$ cat src/rtl/logical_issue_seq.sv
// Issue sequencer for the logical unit: buffers instructions, issues them one at a time,
// and returns tagged results. Define LOGICAL_ISSUE_PERF_EN to add perf counter outputs.
module logical_issue_seq #(
    parameter int unsigned DEPTH       = 4,
    parameter int unsigned TAG_W       = 4,
    parameter int unsigned TIMEOUT_CYC = 16
) (
    input  logic                     clk,
    input  logic                     rst,
    input  logic                     instr_vld_i,
    output logic                     instr_rdy_o,
    input  logic [3:0]               instr_op_i,
    input  logic                     instr_prec_i,
    input  logic                     instr_dir_i,
    input  logic [31:0]              instr_src0_i,
    input  logic [31:0]              instr_src1_i,
    input  logic [2:0]               instr_status_i,
    input  logic [TAG_W-1:0]         instr_tag_i,
    output logic                     logical_vld_o,
    output logic [3:0]               logical_op_o,
    output logic                     logical_precision_o,
    output logic                     shift_dir_o,
    output logic [31:0]              logical_src0_o,
    output logic [31:0]              logical_src1_o,
    output logic [2:0]               fpadd_status_o,
    input  logic                     logical_done_i,
    input  logic [31:0]              logical_dst_i,
    output logic                     resp_vld_o,
    input  logic                     resp_rdy_i,
    output logic [TAG_W-1:0]         resp_tag_o,
    output logic [31:0]              resp_data_o,
    output logic [1:0]               resp_err_o,
    output logic                     busy_o,
`ifdef LOGICAL_ISSUE_PERF_EN
    output logic [31:0]              perf_issue_cnt_o,
    output logic [31:0]              perf_err_cnt_o,
`endif
    output logic [$clog2(DEPTH):0]   fifo_cnt_o
);

    localparam int unsigned AW = $clog2(DEPTH);
    localparam int unsigned CW = AW + 1;
    localparam int unsigned TW = $clog2(TIMEOUT_CYC);
    localparam logic [TW-1:0] TO_LAST = TW'(TIMEOUT_CYC - 1);

    typedef struct packed {
        logic [3:0]       op;
        logic             prec;
        logic             dir;
        logic [31:0]      src0;
        logic [31:0]      src1;
        logic [2:0]       status;
        logic [TAG_W-1:0] tag;
    } entry_t;

    typedef enum logic [1:0] {StIdle, StIssue, StWait, StResp} state_t;

    entry_t          mem_q [DEPTH];
    entry_t          head;
    entry_t          new_entry;
    logic [AW-1:0]   wr_ptr_q, rd_ptr_q;
    logic [CW-1:0]   cnt_q;
    logic [TW-1:0]   to_cnt_q;
    state_t          state_q;
    logic            push, pop;

    assign new_entry = '{op: instr_op_i, prec: instr_prec_i, dir: instr_dir_i,
                         src0: instr_src0_i, src1: instr_src1_i,
                         status: instr_status_i, tag: instr_tag_i};
    assign head        = mem_q[rd_ptr_q];
    assign instr_rdy_o = (cnt_q != CW'(DEPTH));
    assign push        = instr_vld_i && instr_rdy_o;
    assign pop         = (state_q == StIdle) && (cnt_q != '0);
    assign fifo_cnt_o  = cnt_q;
    assign busy_o      = (state_q != StIdle) || (cnt_q != '0);

    always_ff @(posedge clk) begin
        if (push) begin
            mem_q[wr_ptr_q] <= new_entry;
        end
    end

    always_ff @(posedge clk) begin
        if (rst) begin
            wr_ptr_q <= '0;
            rd_ptr_q <= '0;
            cnt_q    <= '0;
        end else begin
            if (push) wr_ptr_q <= wr_ptr_q + AW'(1);
            if (pop)  rd_ptr_q <= rd_ptr_q + AW'(1);
            case ({push, pop})
                2'b10:   cnt_q <= cnt_q + CW'(1);
                2'b01:   cnt_q <= cnt_q - CW'(1);
                default: cnt_q <= cnt_q;
            endcase
        end
    end

    always_ff @(posedge clk) begin
        if (rst) begin
            state_q             <= StIdle;
            to_cnt_q            <= '0;
            logical_vld_o       <= 1'b0;
            logical_op_o        <= '0;
            logical_precision_o <= 1'b0;
            shift_dir_o         <= 1'b0;
            logical_src0_o      <= '0;
            logical_src1_o      <= '0;
            fpadd_status_o      <= '0;
            resp_vld_o          <= 1'b0;
            resp_tag_o          <= '0;
            resp_data_o         <= '0;
            resp_err_o          <= 2'b00;
        end else begin
            unique case (state_q)
                StIdle: begin
                    if (pop) begin
                        logical_op_o        <= head.op;
                        logical_precision_o <= head.prec;
                        shift_dir_o         <= head.dir;
                        logical_src0_o      <= head.src0;
                        logical_src1_o      <= head.src1;
                        fpadd_status_o      <= head.status;
                        resp_tag_o          <= head.tag;
                        if (head.op <= 4'd10) begin
                            logical_vld_o <= 1'b1;
                            state_q       <= StIssue;
                        end else begin
                            // Illegal opcode never reaches the unit.
                            resp_vld_o  <= 1'b1;
                            resp_data_o <= '0;
                            resp_err_o  <= 2'b01;
                            state_q     <= StResp;
                        end
                    end
                end
                StIssue: begin
                    logical_vld_o <= 1'b0;
                    to_cnt_q      <= '0;
                    state_q       <= StWait;
                end
                StWait: begin
                    if (logical_done_i) begin
                        resp_vld_o  <= 1'b1;
                        resp_data_o <= logical_dst_i;
                        resp_err_o  <= 2'b00;
                        state_q     <= StResp;
                    end else if (to_cnt_q == TO_LAST) begin
                        resp_vld_o  <= 1'b1;
                        resp_data_o <= '0;
                        resp_err_o  <= 2'b10;
                        state_q     <= StResp;
                    end else begin
                        to_cnt_q <= to_cnt_q + TW'(1);
                    end
                end
                StResp: begin
                    if (resp_rdy_i) begin
                        resp_vld_o <= 1'b0;
                        state_q    <= StIdle;
                    end
                end
                default: state_q <= StIdle;
            endcase
        end
    end

`ifdef LOGICAL_ISSUE_PERF_EN
    always_ff @(posedge clk) begin
        if (rst) begin
            perf_issue_cnt_o <= '0;
            perf_err_cnt_o   <= '0;
        end else begin
            if (logical_vld_o && (perf_issue_cnt_o != 32'hFFFF_FFFF)) begin
                perf_issue_cnt_o <= perf_issue_cnt_o + 32'd1;
            end
            if (resp_vld_o && resp_rdy_i && (resp_err_o != 2'b00) &&
                (perf_err_cnt_o != 32'hFFFF_FFFF)) begin
                perf_err_cnt_o <= perf_err_cnt_o + 32'd1;
            end
        end
    end
`endif

endmodule

$ cat config.mk
export PLATFORM = sky130hd
export DESIGN_NAME = logical_issue_seq
export DESIGN_NICKNAME = d
export VERILOG_FILES = /design/src/rtl/logical_issue_seq.sv
export SDC_FILE = /design/constraint.sdc
export NUM_CORES = 1
export LEC_CHECK = 0
export CORE_UTILIZATION = 54
export CTS_CLUSTER_SIZE = 25
export DETAILED_ROUTE_END_ITERATION = 7
export GPL_TIMING_DRIVEN = 0
export PLACE_DENSITY = 0.79
export SLEW_MARGIN = 10
export SYNTH_ARGS = -nofsm -noshare
export SYNTH_HDL_FRONTEND = slang
export SYNTH_SLANG_ARGS = --single-unit
$ cat constraint.sdc
create_clock -name clk -period 3.75 [get_ports clk]
set_input_delay 0.375 -clock clk [delete_from_list [all_inputs] [get_ports clk]]
set_output_delay 0.375 -clock clk [all_outputs]
set_load 0.1 [all_outputs]
==> summary.md, run 1 <==
| Metric | Value |
|---|---|
| Final net count | `1337` |
| Die area | `0.0298 mm2` |
| Crit path kind | `register to output pin` |
| Total core area | `0.0287 mm2` |
| Latest clock arrival within the worst-skew pair | `0.53 ns` |
| Status | `complete, no violations` |
| Hpwl dp | `20900 um` |
| FF-to-FF setup slack | `0.49 ns` |
| Critical Path RT | `3.38 ns` |
| Max Clock Skew | `0.0174 ns` |
| Worst Hold Path EP | `logical_src1_o[23]$_SDFFE_PP0P_` |
| Post-Route WL | `33200 um` |
| Fill cell count | `1879` |
| Pre-CTS setup slack | `0.526 ns` |
| Non-filler cells, final | `1634` |
| Yosys Warn Count | `0` |
| Post-DR vias/cell | `5.49` |
| Reg clk slew, reported paths | `0.06 ns` |
| P per Cell Area | `836 mW/mm2` |
| H-tree levels | `2` |
| Setup Fix Bufs, Post-CTS | `0` |
| Endpoints failing setup | `0` |
| # resized after CTS | `0` |
| Fin. Hold Viols | `0` |
| Row Count | `62` |
| Post-synth ARST share | `0%` |
| Crit-path max FO | `5` |
| Post-DP Area | `0.0187 mm2` |
| PortBufs | `231` |
| Leakage power total | `6.62 nW` |
| Hold Crit Start | `logical_src1_o[23]$_SDFFE_PP0P_` |
| Initial antenna violation count | `5` |
| Reg2reg start | `state_q[1]$_SDFFE_PP0P_` |
| Slowest cell on crit path | `clkdlybuf4s50_1` |
| Pins Over Slew Limit | `0` |
| Top_reg_cell synth | `edfxtp_1` |
| Total CTS buffers | `44` |
| Critical path, cell by cell | `inv_1 > ha_1 > or4b_1 > clkbuf_1 > clkdlybuf4s50_1` |
| Slew HR | `30.4%` |
| Crit end category | `output pin` |
| Total Routing Usage GR | `22.6%` |
| Vias | `8970` |
| # Max-Cap Violations | `0` |
| Post-synth net total | `1055` |
| Share of layout cells above drive strength 1 | `13.8%` |
| RSZ-0062 raised after global routing | `false` |
| Synthesized flop and latch total | `436` |
| Worst Hold Depth | `2` |
| Die W | `173 um` |
| DR pass1 iterations | `6` |
| Final setup margin | `0.401 ns` |
| Least-Margin Pin Slew | `1.04 ns` |
| Fin util | `69.9%` |
| Fmax | `299 MHz` |
| Tcrit/Tclk final | `89.3%` |
| Reg2reg end | `fifo_cnt_o[2]$_SDFFE_PP0P_` |
| Crit path DAT | `2.97 ns` |
| Final instance area | `0.0201 mm2` |
| Placed insts | `1549` |
| Avg Cell Area, Syn | `16.9 um2` |
| GPL Wtd Cong | `0.850` |
| Worst r2r path cells | `12` |
| Die height | `173 um` |
| CTS Root Cell | `clkbuf_16` |
| Hold crit path type | `register to register` |
| Avg WL per Cell | `20.3 um` |
| Clk buf depth | `3` |
| Area grow syn2layout | `27.4%` |
| # IOs | `232` |
| Sequential element share of the synthesized area | `75.0%` |
| First-pass GRT wire length | `51800 um` |
| GRT overflow | `0` |
| Worst path max stage delay | `1.20 ns` |
| Post-Syn Area | `0.0157 mm2` |
| DRT antenna net count | `0` |
| Min Tclk post-route | `3.35 ns` |
| Yosys cell types | `44` |
| Peak supply drop | `0.00109 V` |
| Vias in the first global route | `9416` |
| Largest net degree at the start of global routing | `41` |
| DRC viols | `0` |
| Hold Buf Count CTS | `0` |
| Startpoint type of the worst setup path | `register` |
| Clock sink count | `436` |
| Post-Synthesis Cells | `929` |
| EDFF count, synth | `308` |
| CTS tree | `done` |
| Total negative slack | `0 ns` |
| Initial DRC count | `803` |
| CP bufs+invs | `3` |
| Top delay family on crit path | `buffers and inverters` |
| Initial cell density of the core | `54.8%` |
==> power by group <==
group	switching, mW	internal, mW
Clock	1.75	2.34
Combinational	4.58	1.73
Sequential	0.375	5.99
Total	6.70	10.1
==> cell families (layout without fill, tap and decap cells) <==
group / count (synthesis) / in the layout / share of synthesized area (%)
other: 0 / 4 / 0
adder cells (fa/ha/maj): 12 / 12 / 1.00
AO/OA/AOI/OAI: 129 / 129 / 5.29
XOR/XNOR: 7 / 7 / 0.389
AND/OR/NAND/NOR: 204 / 204 / 5.37
flip-flops: 436 / 436 / 75.0
multiplexers: 79 / 79 / 11.2
buffers and inverters: 62 / 379 / 1.76
==> synthesized netlist by cell type (3+ instances only) <==
master	count	share of area [%]
edfxtp_1	308	59
nand2_1	161	3.8
dfxtp_1	128	16
a21oi_1	83	2.6
mux4_2	77	11
a22o_1	32	1.8
clkbuf_1	32	0.76
nor2_1	13	0.31
buf_2	11	0.35
ha_1	11	0.87
inv_1	11	0.26
and3_1	8	0.32
nand3_1	7	0.22
xor2_1	5	0.28
buf_6	4	0.29
buf_1	3	0.072
nor2b_1	3	0.12
nor3_1	3	0.095
==> tightest hold or removal path, cell delays in order, from the launching register on <==
cell and delay (ns):
dfxtp_1 0.31, nand2_1 0.05, a21oi_1 0.05
==> how the worst max path moves through the flow <==
stage / start / end / slack (ns) / cells after the start
floorplan: fifo_cnt_o[2]$_SDFFE_PP0P_ / fifo_cnt_o[2]$_SDFFE_PP0P_ / 0.25 / 9
global placement: fifo_cnt_o[0]$_SDFFE_PP0P_ / fifo_cnt_o[2]$_SDFFE_PP0P_ / -0.24 / 9
detailed placement: state_q[1]$_SDFFE_PP0P_ / fifo_cnt_o[2]$_SDFFE_PP0P_ / 0.53 / 12
CTS: state_q[0]$_SDFFE_PP0P_ / busy_o / 0.39 / 5
global route: state_q[1]$_SDFFE_PP0P_ / fifo_cnt_o[2]$_SDFFE_PP0P_ / 0.25 / 12
finish: state_q[1]$_SDFFE_PP0P_ / busy_o / 0.40 / 5
==> cell usage in the layout, fill, tap and decap left out, types with 2 or more instances in the layout <==
| master | count |
|---|---|
| nor2b_1 | 3 |
| mux4_2 | 77 |
| clkinvlp_4 | 5 |
| ha_1 | 11 |
| nand2b_1 | 2 |
| dfxtp_1 | 128 |
| and3_4 | 4 |
| buf_1 | 3 |
| edfxtp_1 | 308 |
| and3_1 | 4 |
| clkinv_1 | 10 |
| xnor2_1 | 2 |
| xor2_1 | 5 |
| nor3_1 | 3 |
| bufinv_16 | 2 |
| a21oi_1 | 83 |
| nor2_1 | 13 |
| clkbuf_16 | 44 |
| diode_2 | 4 |
| inv_1 | 11 |
| buf_2 | 11 |
| buf_16 | 4 |
| clkdlybuf4s50_1 | 231 |
| nand2_1 | 161 |
| clkbuf_8 | 2 |
| buf_6 | 5 |
| nand3_1 | 7 |
| clkbuf_1 | 38 |
| a22o_1 | 32 |
| clkinv_2 | 10 |
==> final cells by class <==
class                      count  area, um2  share of cell area [%]
inverter                      12       45.0                   0.225
tap                          384        480                    2.40
antenna                        4       10.0                  0.0499
timing repair buffer         236       2430                    12.1
clock inverter                29        210                    1.05
multi-input combinational    431       3680                    18.3
clock buffer                  52       1150                    5.74
buffer                        50        231                    1.15
sequential                   436      11800                    58.9
==> state kept, by name, summed over array words and instances, names as in the netlist, 3 cells and up, named ones only <==
signal          cells
fpadd_status_o      3
logical_src1_o     32
logical_src0_o     32
logical_op_o        4
resp_data_o        32
to_cnt_q            4
resp_tag_o          4
fifo_cnt_o          3
mem_q             308
==> per-stage QoR <==
step,power (mW),hold slack (ns)
after floorplan,11.0,0.460
after global placement,12.6,0.443
after detailed placement,12.8,0.446
after CTS,16.9,0.433
after global routing,17.4,0.445
final,16.8,0.453
==> layer usage <==
| metal | global-route usage (%) | vias up | share of wire (%) |
|---|---|---|---|
| met5 | 0 | - | 0.039 |
| met2 | 38.0 | 322 | 49 |
| met1 | 29.9 | 4469 | 41 |
| li1 | - | 4126 | - |
| met4 | 6.05 | 2 | 1.8 |
| met3 | 5.32 | 51 | 7.6 |
No activity file was read; power rests on OpenSTA's default activity.
==> run 2, diff against run 1 <==
RECOVER_POWER = 100   (was not set)
==> run 2 against run 1 <==
Net effect: the flow now finishes with violations (max-capacitance violations, max-slew violations); cell area is 0.22% lower; sequential cell count is the same; non-clock buffer count unchanged; sequential share of layout area increased by 0.13 points; power decreased by 1.0%; via count up 0.65%; hold slack lost 0.0021 ns; core utilization shrank 0.15 points.
==> summary.md, run 2 (synthesis results as in run 1) <==
| Metric | Value |
|---|---|
| Die W | `173 um` |
| Non-filler cells, final | `1637` |
| Placed insts | `1549` |
| Fin Hold WS | `0.451 ns` |
| Leakage power total | `6.96 nW` |
| Fmax | `293 MHz` |
| Peak supply drop | `0.00106 V` |
| Startpoint type of the worst setup path | `register` |
| Die area | `0.0298 mm2` |
| Commonest non-fill, non-tap cell in the layout | `edfxtp_1` |
| DR pass1 iterations | `5` |
| Area grow syn2layout | `27.1%` |
| Reg2reg start | `state_q[1]$_SDFFE_PP0P_` |
| Status | `finished with violations` |
| Post-DP Area | `0.0187 mm2` |
| Max Clock Skew | `0.0195 ns` |
| Initial antenna violation count | `11` |
| Clk buf depth | `3` |
| Die height | `173 um` |
| Fill cell count | `1892` |
| Highest-count cells in the layout ignoring fill and taps | `edfxtp_1 (308), dlygate4sd3_1 (196), nand2_1 (161)` |
| Final setup margin | `0.339 ns` |
| Largest register by flop count | `mem_q` |
| H-tree levels | `2` |
| Vias in the first global route | `9416` |
| Failing checks | `max-capacitance violations, max-slew violations` |
| PortBufs | `231` |
| Final instance area | `0.0200 mm2` |
| Max FFs per register | `308` |
| Beginning of the critical path | `state_q[0]$_SDFFE_PP0P_` |
| Tcrit/Tclk final | `91.0%` |
| Initial DRC count | `748` |
| P per Cell Area | `829 mW/mm2` |
| Critical Path RT | `3.38 ns` |
| Worst Hold Depth | `2` |
| GPL Wtd Cong | `0.850` |
| Fin. Hold Viols | `0` |
| Share of layout cells above drive strength 1 | `12.4%` |
| Post-Route WL | `33100 um` |
| Hold crit path type | `register to register` |
| Seq pwr share | `38.3%` |
| Crit end category | `output pin` |
| Hpwl dp | `20900 um` |
| CP bufs+invs | `3` |
| P_sw | `6.68 mW` |
| Slowest cell on crit path | `dlygate4sd3_1` |
| Reg2reg end | `fifo_cnt_o[2]$_SDFFE_PP0P_` |
| Slew HR | `-51.3%` |
| Latest clock arrival within the worst-skew pair | `0.53 ns` |
| Reg clk slew, reported paths | `0.06 ns` |
| Worst r2r path cells | `12` |
| Net Sw Frac | `40.3%` |
| Setup Fix Bufs, Post-CTS | `0` |
| Crit path to | `busy_o` |
| Pre-CTS setup slack | `0.526 ns` |
| Endpoints failing setup | `0` |
| Worst path max stage delay | `1.26 ns` |
| CTS tree | `done` |
| DRT antenna net count | `0` |
| Avg WL per Cell | `20.2 um` |
| Total Routing Usage GR | `22.6%` |
| RSZ-0062 raised after global routing | `false` |
| P_int | `9.90 mW` |
| Min Tclk post-route | `3.41 ns` |
| Crit path DAT | `3.04 ns` |
| Post-DR vias/cell | `5.51` |
| # IOs | `232` |
| Largest net degree at the start of global routing | `41` |
| CTS Root Cell | `clkbuf_16` |
| DRC viols | `0` |
| Logic pwr share | `37.0%` |
| Critical path, cell by cell | `inv_1 > ha_1 > or4b_1 > clkbuf_1 > dlygate4sd3_1` |
| Row Count | `62` |
| # Max-Cap Violations | `4` |
| FF-to-FF setup slack | `0.39 ns` |
| Hold Buf Count CTS | `0` |
| Total core area | `0.0287 mm2` |
| Tot Pwr | `16.6 mW` |
| First-pass GRT wire length | `51800 um` |
| Crit-path max FO | `5` |
| Final net count | `1337` |
| Clock sink count | `436` |
| Initial cell density of the core | `54.8%` |
| Clock power frac | `24.7%` |
| Least-Margin Pin Slew | `2.27 ns` |
| Total CTS buffers | `44` |
| Crit path kind | `register to output pin` |
| Top delay family on crit path | `buffers and inverters` |
| # resized after CTS | `0` |
| Vias | `9028` |
| Levels on crit path | `5` |
| Pins Over Slew Limit | `155` |
| GRT overflow | `0` |
==> run 2: cell count changes in the layout (fill, tap and decap cells not counted), moves of 3 or more <==
cell / before / now
diode_2: 4 / 7
dlygate4sd3_1: 0 / 196
clkbuf_1: 38 / 49
buf_2: 11 / 1
and3_1: 4 / 8
clkdlybuf4s50_1: 231 / 35
and3_4: 4 / 0
==> run 2: how the worst min path moves through the flow <==
stage | slack (ns) | start | end
2_1_floorplan | 0.46 | to_cnt_q[1]$_SDFFE_PP0P_ | to_cnt_q[1]$_SDFFE_PP0P_
3_3_place_gp | 0.44 | resp_tag_o[0]$_SDFFE_PP0P_ | resp_tag_o[0]$_SDFFE_PP0P_
3_5_place_dp | 0.45 | logical_src1_o[23]$_SDFFE_PP0P_ | logical_src1_o[23]$_SDFFE_PP0P_
4_1_cts | 0.43 | logical_dst_i[13] | resp_data_o[13]$_SDFFE_PP0P_
5_1_grt | 0.44 | logical_dst_i[7] | resp_data_o[7]$_SDFFE_PP0P_
6_report | 0.45 | logical_src1_o[23]$_SDFFE_PP0P_ | logical_src1_o[23]$_SDFFE_PP0P_
==> run 2: area by class of cell <==
| cell class | instances | area, um2 | area share (%) |
|---|---|---|---|
| clock inverters | 29 | 210 | 1.05 |
| repair buffers | 236 | 2430 | 12.2 |
| well taps | 384 | 480 | 2.40 |
| clock buffers | 52 | 1150 | 5.75 |
| inverters | 12 | 45.0 | 0.225 |
| multi-input cells | 431 | 3650 | 18.2 |
| flip-flops and latches | 436 | 11800 | 59.0 |
| diodes | 7 | 17.5 | 0.0875 |
| plain buffers | 50 | 211 | 1.06 |
==> run 2: worst register-to-register path, delay by kind of cell (launching register included) <==
| kind | cells | cell delay, ns |
|---|---|---|
| AOI/OAI and AO/OA | 2 | 0.43 |
| xor gates and xnor gates | 1 | 0.16 |
| adders and majority gates | 3 | 0.92 |
| buffers and inverters | 5 | 1.12 |
| DFF | 1 | 0.34 |
| and+or+nand+nor | 1 | 0.30 |
==> run 2: routing by layer <==
metal / GRT usage (%) / wire (um) / up-vias / share of wire (%)
met2: 38.0 / 16500 / 336 / 50
met1: 29.9 / 13600 / 4501 / 41
li1: - / - / 4123 / -
met5: 0 / 48 / - / 0.14
met3: 5.32 / 2450 / 60 / 7.4
met4: 6.05 / 616 / 8 / 1.9
==> run 2: per-stage QoR <==
step                TNS (ns)  util [%]
floorplan                  0         -
global placement      -0.419      64.6
detailed placement         0      65.1
CTS                        0      69.8
global route               0      69.7
finish                     0      69.7
==> run 2: power by group through the flow <==
stage | clock network, mW | logic (mW) | registers, mW
finish | 4.09 | 6.13 | 6.36
floorplan | 0 | 2.02 | 9.01
detailed placement | 0 | 6.33 | 6.45
CTS | 4.17 | 6.36 | 6.37
global route | 4.35 | 6.45 | 6.44
global placement | 0 | 6.19 | 6.45
==> RTL change 1, RTL diff (settings of run 1) <==
Encoding of `state_t`: now one-hot (4 bits for 4 states).
--- a/src/rtl/logical_issue_seq.sv
+++ b/src/rtl/logical_issue_seq.sv
@@ -53,7 +53,7 @@
         logic [TAG_W-1:0] tag;
     } entry_t;
 
-    typedef enum logic [1:0] {StIdle, StIssue, StWait, StResp} state_t;
+    typedef enum logic [3:0] {StIdle = 4'b0001, StIssue = 4'b0010, StWait = 4'b0100, StResp = 4'b1000} state_t;
 
     entry_t          mem_q [DEPTH];
     entry_t          head;
Formal check against the unedited RTL: no difference found for any inputs over 4 cycles, from zero or initial values and one cycle with rst high; so few cycles prove little.
==> RTL change 1 against run 1 <==
- routed wire length is 0.20% lower
- global-route usage shrank 0.17 points
- largest power group is now combinational logic
- setup slack improved by 0.17 ns
- sequential share of layout area rose by 0.078 points
- area after synthesis rose by 0.27%
- sequential cell count up 2
- total power rose by 2.9%
- design area increased by 0.21%
- non-clock buffer count up 2
==> RTL change 1: results (changes against run 1) <==
stage,metric,value,unit,change
final_layout,fin_cells,1631,,was 1634
min_path,hold_depth,3,,was 2
final_layout,diodes,2,,was 4
yosys,synth_top_cells_by_count,"308 x edfxtp_1, 164 x nand2_1, 130 x dfxtp_1",,"was 308 x edfxtp_1, 161 x nand2_1, 128 x dfxtp_1"
final_layout,area_share_nonclk_buffers,13.2,%,was 13.3%
yosys,synth_area_leaders,"edfxtp_1 59%, dfxtp_1 16%, mux4_2 11%",,unchanged
global_route,gr-usage-met2,38.9,%,was 38.0%
global_route,grt_max_degree,47,,was 41
route,m1WireLength,13800,um,was 13700 um
final_layout,clock_area_share,7.00,%,was 6.79%
final_layout,num-nonclk-buffers,288,,was 286
route,drt-total-wl,33100,um,was 33200 um
yosys,synth_mux_area_share,11.4,%,was 11.2%
global_route,grt_util_met1,28.7,%,was 29.9%
route,firstDrtPassIters,4,,was 6
power,swShare,39.9,%,was 40.0%
yosys,avgSynthCellArea,17.0,um^2,was 16.9 um^2
final_layout,final-seq-area,11900,um^2,was 11800 um^2
critical_path,worst_ep_arrival_time,3.64,ns,was 2.97 ns
global_route,grt_pass1_wl,51400,um,was 51800 um
power,p_leak,6.68,nW,was 6.62 nW
global_route,grt_antenna_before_repair,4,,was 5
critical_path,crit_end,fifo_cnt_o[2],,was busy_o
yosys,synth_cell_types,43,,was 44
route,wl_met3,1920,um,was 2530 um
final_layout,fill_cells,1865,,was 1879
min_path,hp-start,rst,,was logical_src1_o[23]
placement,post-dp-hpwl,20800,um,was 20900 um
floorplan,dieArea,29900,um^2,was 29800 um^2
power,vdd.ir_drop.worst,0.937,mV,was 1.09 mV
yosys,synth_xor_area_share,0.333,%,was 0.389%
final_layout,clkbuf_count,62,,was 52
route,vias_per_cell,5.48,,was 5.49
final_layout,multi_input_area_share,18.3,%,about the same
critical_path,rrSetupSlack,0.57,ns,was 0.49 ns
critical_path,worst_r2r_path_depth,10,,was 12
route,drtIter0Drc,605,,was 803
global_route,grt_use_met3,4.95,%,was 5.32%
final_layout,inverters,6,,was 12
run_status,status,"finished, final reports clean",,unchanged
yosys,seq_area_frac_synth,75.1,%,was 75.0%
[RTL change 1: cell count changes after synthesis, moves of 3 or more]
cell      change
mux2i_1       +4
inv_1         -6
nand2_1       +3
or3_1         +3
clkbuf_1      +3
nand3_1       -3
ha_1          -5
[RTL change 1: critical path: stages, from the launching register on]
cell and delay, ns:
dfxtp_1 0.30, buf_2 0.21, nor4b_4 0.40, nand2_1 0.39
inv_2 0.33, clkbuf_1 0.47, ha_1 0.31, fa_1 0.20
xnor2_1 0.08, or3_1 0.30, a21oi_1 0.14
[RTL change 1: stage by stage]
stage	power [mW]	utilization [%]	setup slack (ns)
after CTS	17.4	70.0	0.528
final	17.2	70.0	0.566
after floorplan	11.3	-	0.247
after global placement	13.0	64.7	0.575
after detailed placement	13.1	65.1	0.542
after global routing	17.9	70.0	0.289
[RTL change 1: kinds of logic after synthesis]
logic type | after synthesis
AOI/OAI and AO/OA | 126
xor gates and xnor gates | 6
adders and majority gates | 7
buffers and inverters | 60
DFF | 438
muxes | 83
and+or+nand+nor | 211
==> RTL change 2, RTL diff (config.mk and constraints of run 1) <==
Made on the original files. Change the parameter `TAG_W` from 4 to 6.
--- a/src/rtl/logical_issue_seq.sv
+++ b/src/rtl/logical_issue_seq.sv
@@ -2,7 +2,7 @@
 // and returns tagged results. Define LOGICAL_ISSUE_PERF_EN to add perf counter outputs.
 module logical_issue_seq #(
     parameter int unsigned DEPTH       = 4,
-    parameter int unsigned TAG_W       = 4,
+    parameter int unsigned TAG_W       = 6,
     parameter int unsigned TIMEOUT_CYC = 16
 ) (
     input  logic                     clk,
Interface: changed (resized instr_tag_i and resp_tag_o); port bits go from 232 to 236. The function was not compared with the original's and may differ.
==> RTL change 2 against run 1 <==
- cell count increased by 1.5%
- sequential share of layout area increased by 0.087 points
- area after synthesis increased by 2.3%
- sequential cell count increased by 10
- core utilization increased by 0.79 points
- routed wire length increased by 2.1%
- setup slack got worse by 0.078 ns
- total power increased by 2.9%
- worst hold slack got worse by 0.13 ns
- design area increased by 2.2%
- critical path type is now flop to flop
- largest cell class unchanged
- highest routed layer is now met4
==> RTL change 2: results (changes against run 1) <==
stage,metric,value,unit,change
placement,post-dp-hpwl,21300,um,was 20900 um
final_layout,fill_cells,1866,,was 1879
route,route.vias.total,9118,,was 8970
yosys,seq_area_frac_synth,75.1,%,was 75.0%
yosys,synth_area_leaders,"edfxtp_1 59%, dfxtp_1 16%, mux4_2 11%",,unchanged
power,p_leak,6.77,nW,was 6.62 nW
placement,gp_congestion,0.766,,was 0.850
global_route,grt_pass1_wl,52800,um,was 51800 um
route,wl_met2,17200,um,was 16300 um
route,top_layer,met4,,was met5
timing,whs,0.325,ns,was 0.453 ns
timing,finClkSkew,0.0193,ns,was 0.0174 ns
global_route,grt_antenna_before_repair,4,,was 5
timing,setup_viol_count_final,0,,unchanged
yosys,syn_nets,1078,,was 1055
final_layout,nNetsFinal,1363,,was 1337
min_path,min_to,resp_vld_o,,was logical_src1_o[23]
route,drtIter0Drc,687,,was 803
min_path,hold_depth,3,,was 2
run_status,status,"finished, final reports clean",,unchanged
min_path,hp-start,rst,,was logical_src1_o[23]
min_path,min_path_type,primary input to flop,,was flop to flop
timing,worst_slew_pin_slew,1.10,ns,was 1.04 ns
critical_path,cp_max_fo,10,,was 5
power,vdd.ir_drop.worst,0.803,mV,was 1.09 mV
final_layout,largest_reg_flops,316,,was 308
route,firstDrtPassIters,5,,was 6
yosys,synth_top_cells_by_count,"316 x edfxtp_1, 165 x nand2_1, 130 x dfxtp_1",,"was 308 x edfxtp_1, 161 x nand2_1, 128 x dfxtp_1"
critical_path,worst_ep_arrival_time,3.88,ns,was 2.97 ns
final_layout,drive_above_1_share,13.4,%,was 13.8%
global_route,grt_use_total,22.7,%,was 22.6%
critical_path,rrSetupSlack,0.32,ns,was 0.49 ns
clock_tree,clock_latency,0.54,ns,
route,routedWlPerCell,20.5,um,was 20.3 um
clock_tree,numCtsBuffers,45,,was 44
clock_tree,post-cts-setup-buffer-count,0,,unchanged
yosys,synth_edf_count,316,,was 308
global_route,grt_max_degree,47,,was 41
global_route,grt_pass1_vias,9492,,was 9416
route,wl_met3,2530,um,unchanged
route,m1WireLength,13500,um,was 13700 um
placement,port_buffers,234,,was 231
RTL change 2: logic make-up (layout without fill, tap and decap cells):
kind of cell / after synthesis / count (layout) / share of synthesized area [%]
compound gates: 131 / 131 / 5.24
xor+xnor: 7 / 7 / 0.381
fa+ha+maj: 12 / 12 / 0.979
buf+inv: 65 / 385 / 1.78
flops: 446 / 446 / 75.1
mux: 81 / 81 / 11.2
other cells: 0 / 4 / 0
simple gates: 208 / 208 / 5.34
RTL change 2: layout make-up:
| class | instances | area (um^2) | area share, % |
|---|---|---|---|
| Antenna cell | 4 | 10.0 | 0.0488 |
| Buffer | 53 | 241 | 1.18 |
| Clock buffer | 67 | 1310 | 6.40 |
| Clock inverter | 15 | 129 | 0.629 |
| Inverter | 12 | 45.0 | 0.220 |
| Multi-Input combinational cell | 439 | 3740 | 18.3 |
| Sequential cell | 446 | 12100 | 59.0 |
| Tap cell | 384 | 480 | 2.34 |
| Timing Repair Buffer | 238 | 2440 | 11.9 |
RTL change 2: critical path, cell delays in order, from the launching register on:
cell and delay (ns):
dfxtp_1 0.34, inv_1 0.12, ha_1 0.28, o31ai_1 0.10, clkbuf_1 0.38, inv_2 0.38
buf_1 0.44, ha_1 0.27, inv_1 0.06, fa_1 0.37, xor2_1 0.15, or3_1 0.31
a21oi_1 0.14
RTL change 2: per-layer routing:
layer	track usage, %	vias to the layer above
met1	29.4	4510
li1	-	4204
met2	38.8	350
met3	4.98	54
met5	0	-
met4	6.12	0
RTL change 2: stage by stage:
| step | setup WS [ns] | util, % | instances | area, um^2 |
|---|---|---|---|---|
| detailed placement | 0.253 | 65.7 | 1572 | 19000 |
| global placement | 0.281 | 65.2 | 1568 | 18900 |
| global route | 0.0289 | 70.6 | 1656 | 20500 |
| CTS | 0.285 | 70.6 | 1654 | 20500 |
| finish | 0.322 | 70.6 | 1658 | 20500 |
| floorplan | 0.252 | - | 950 | 16100 |
RTL change 2: where the power goes:
group	internal (mW)	total (mW)	switching, mW
clock	2.55	4.31	1.76
combinational	1.75	6.45	4.71
sequential	6.13	6.47	0.343
RTL change 2: worst max path at each step:
stage,end,slack [ns],cells past startpoint
floorplan,mem_q[0][0],0.25,2
global placement,fifo_cnt_o[2],0.28,12
detailed placement,fifo_cnt_o[2],0.25,12
CTS,fifo_cnt_o[2],0.29,12
global route,fifo_cnt_o[2],0.03,12
finish,fifo_cnt_o[2],0.32,12
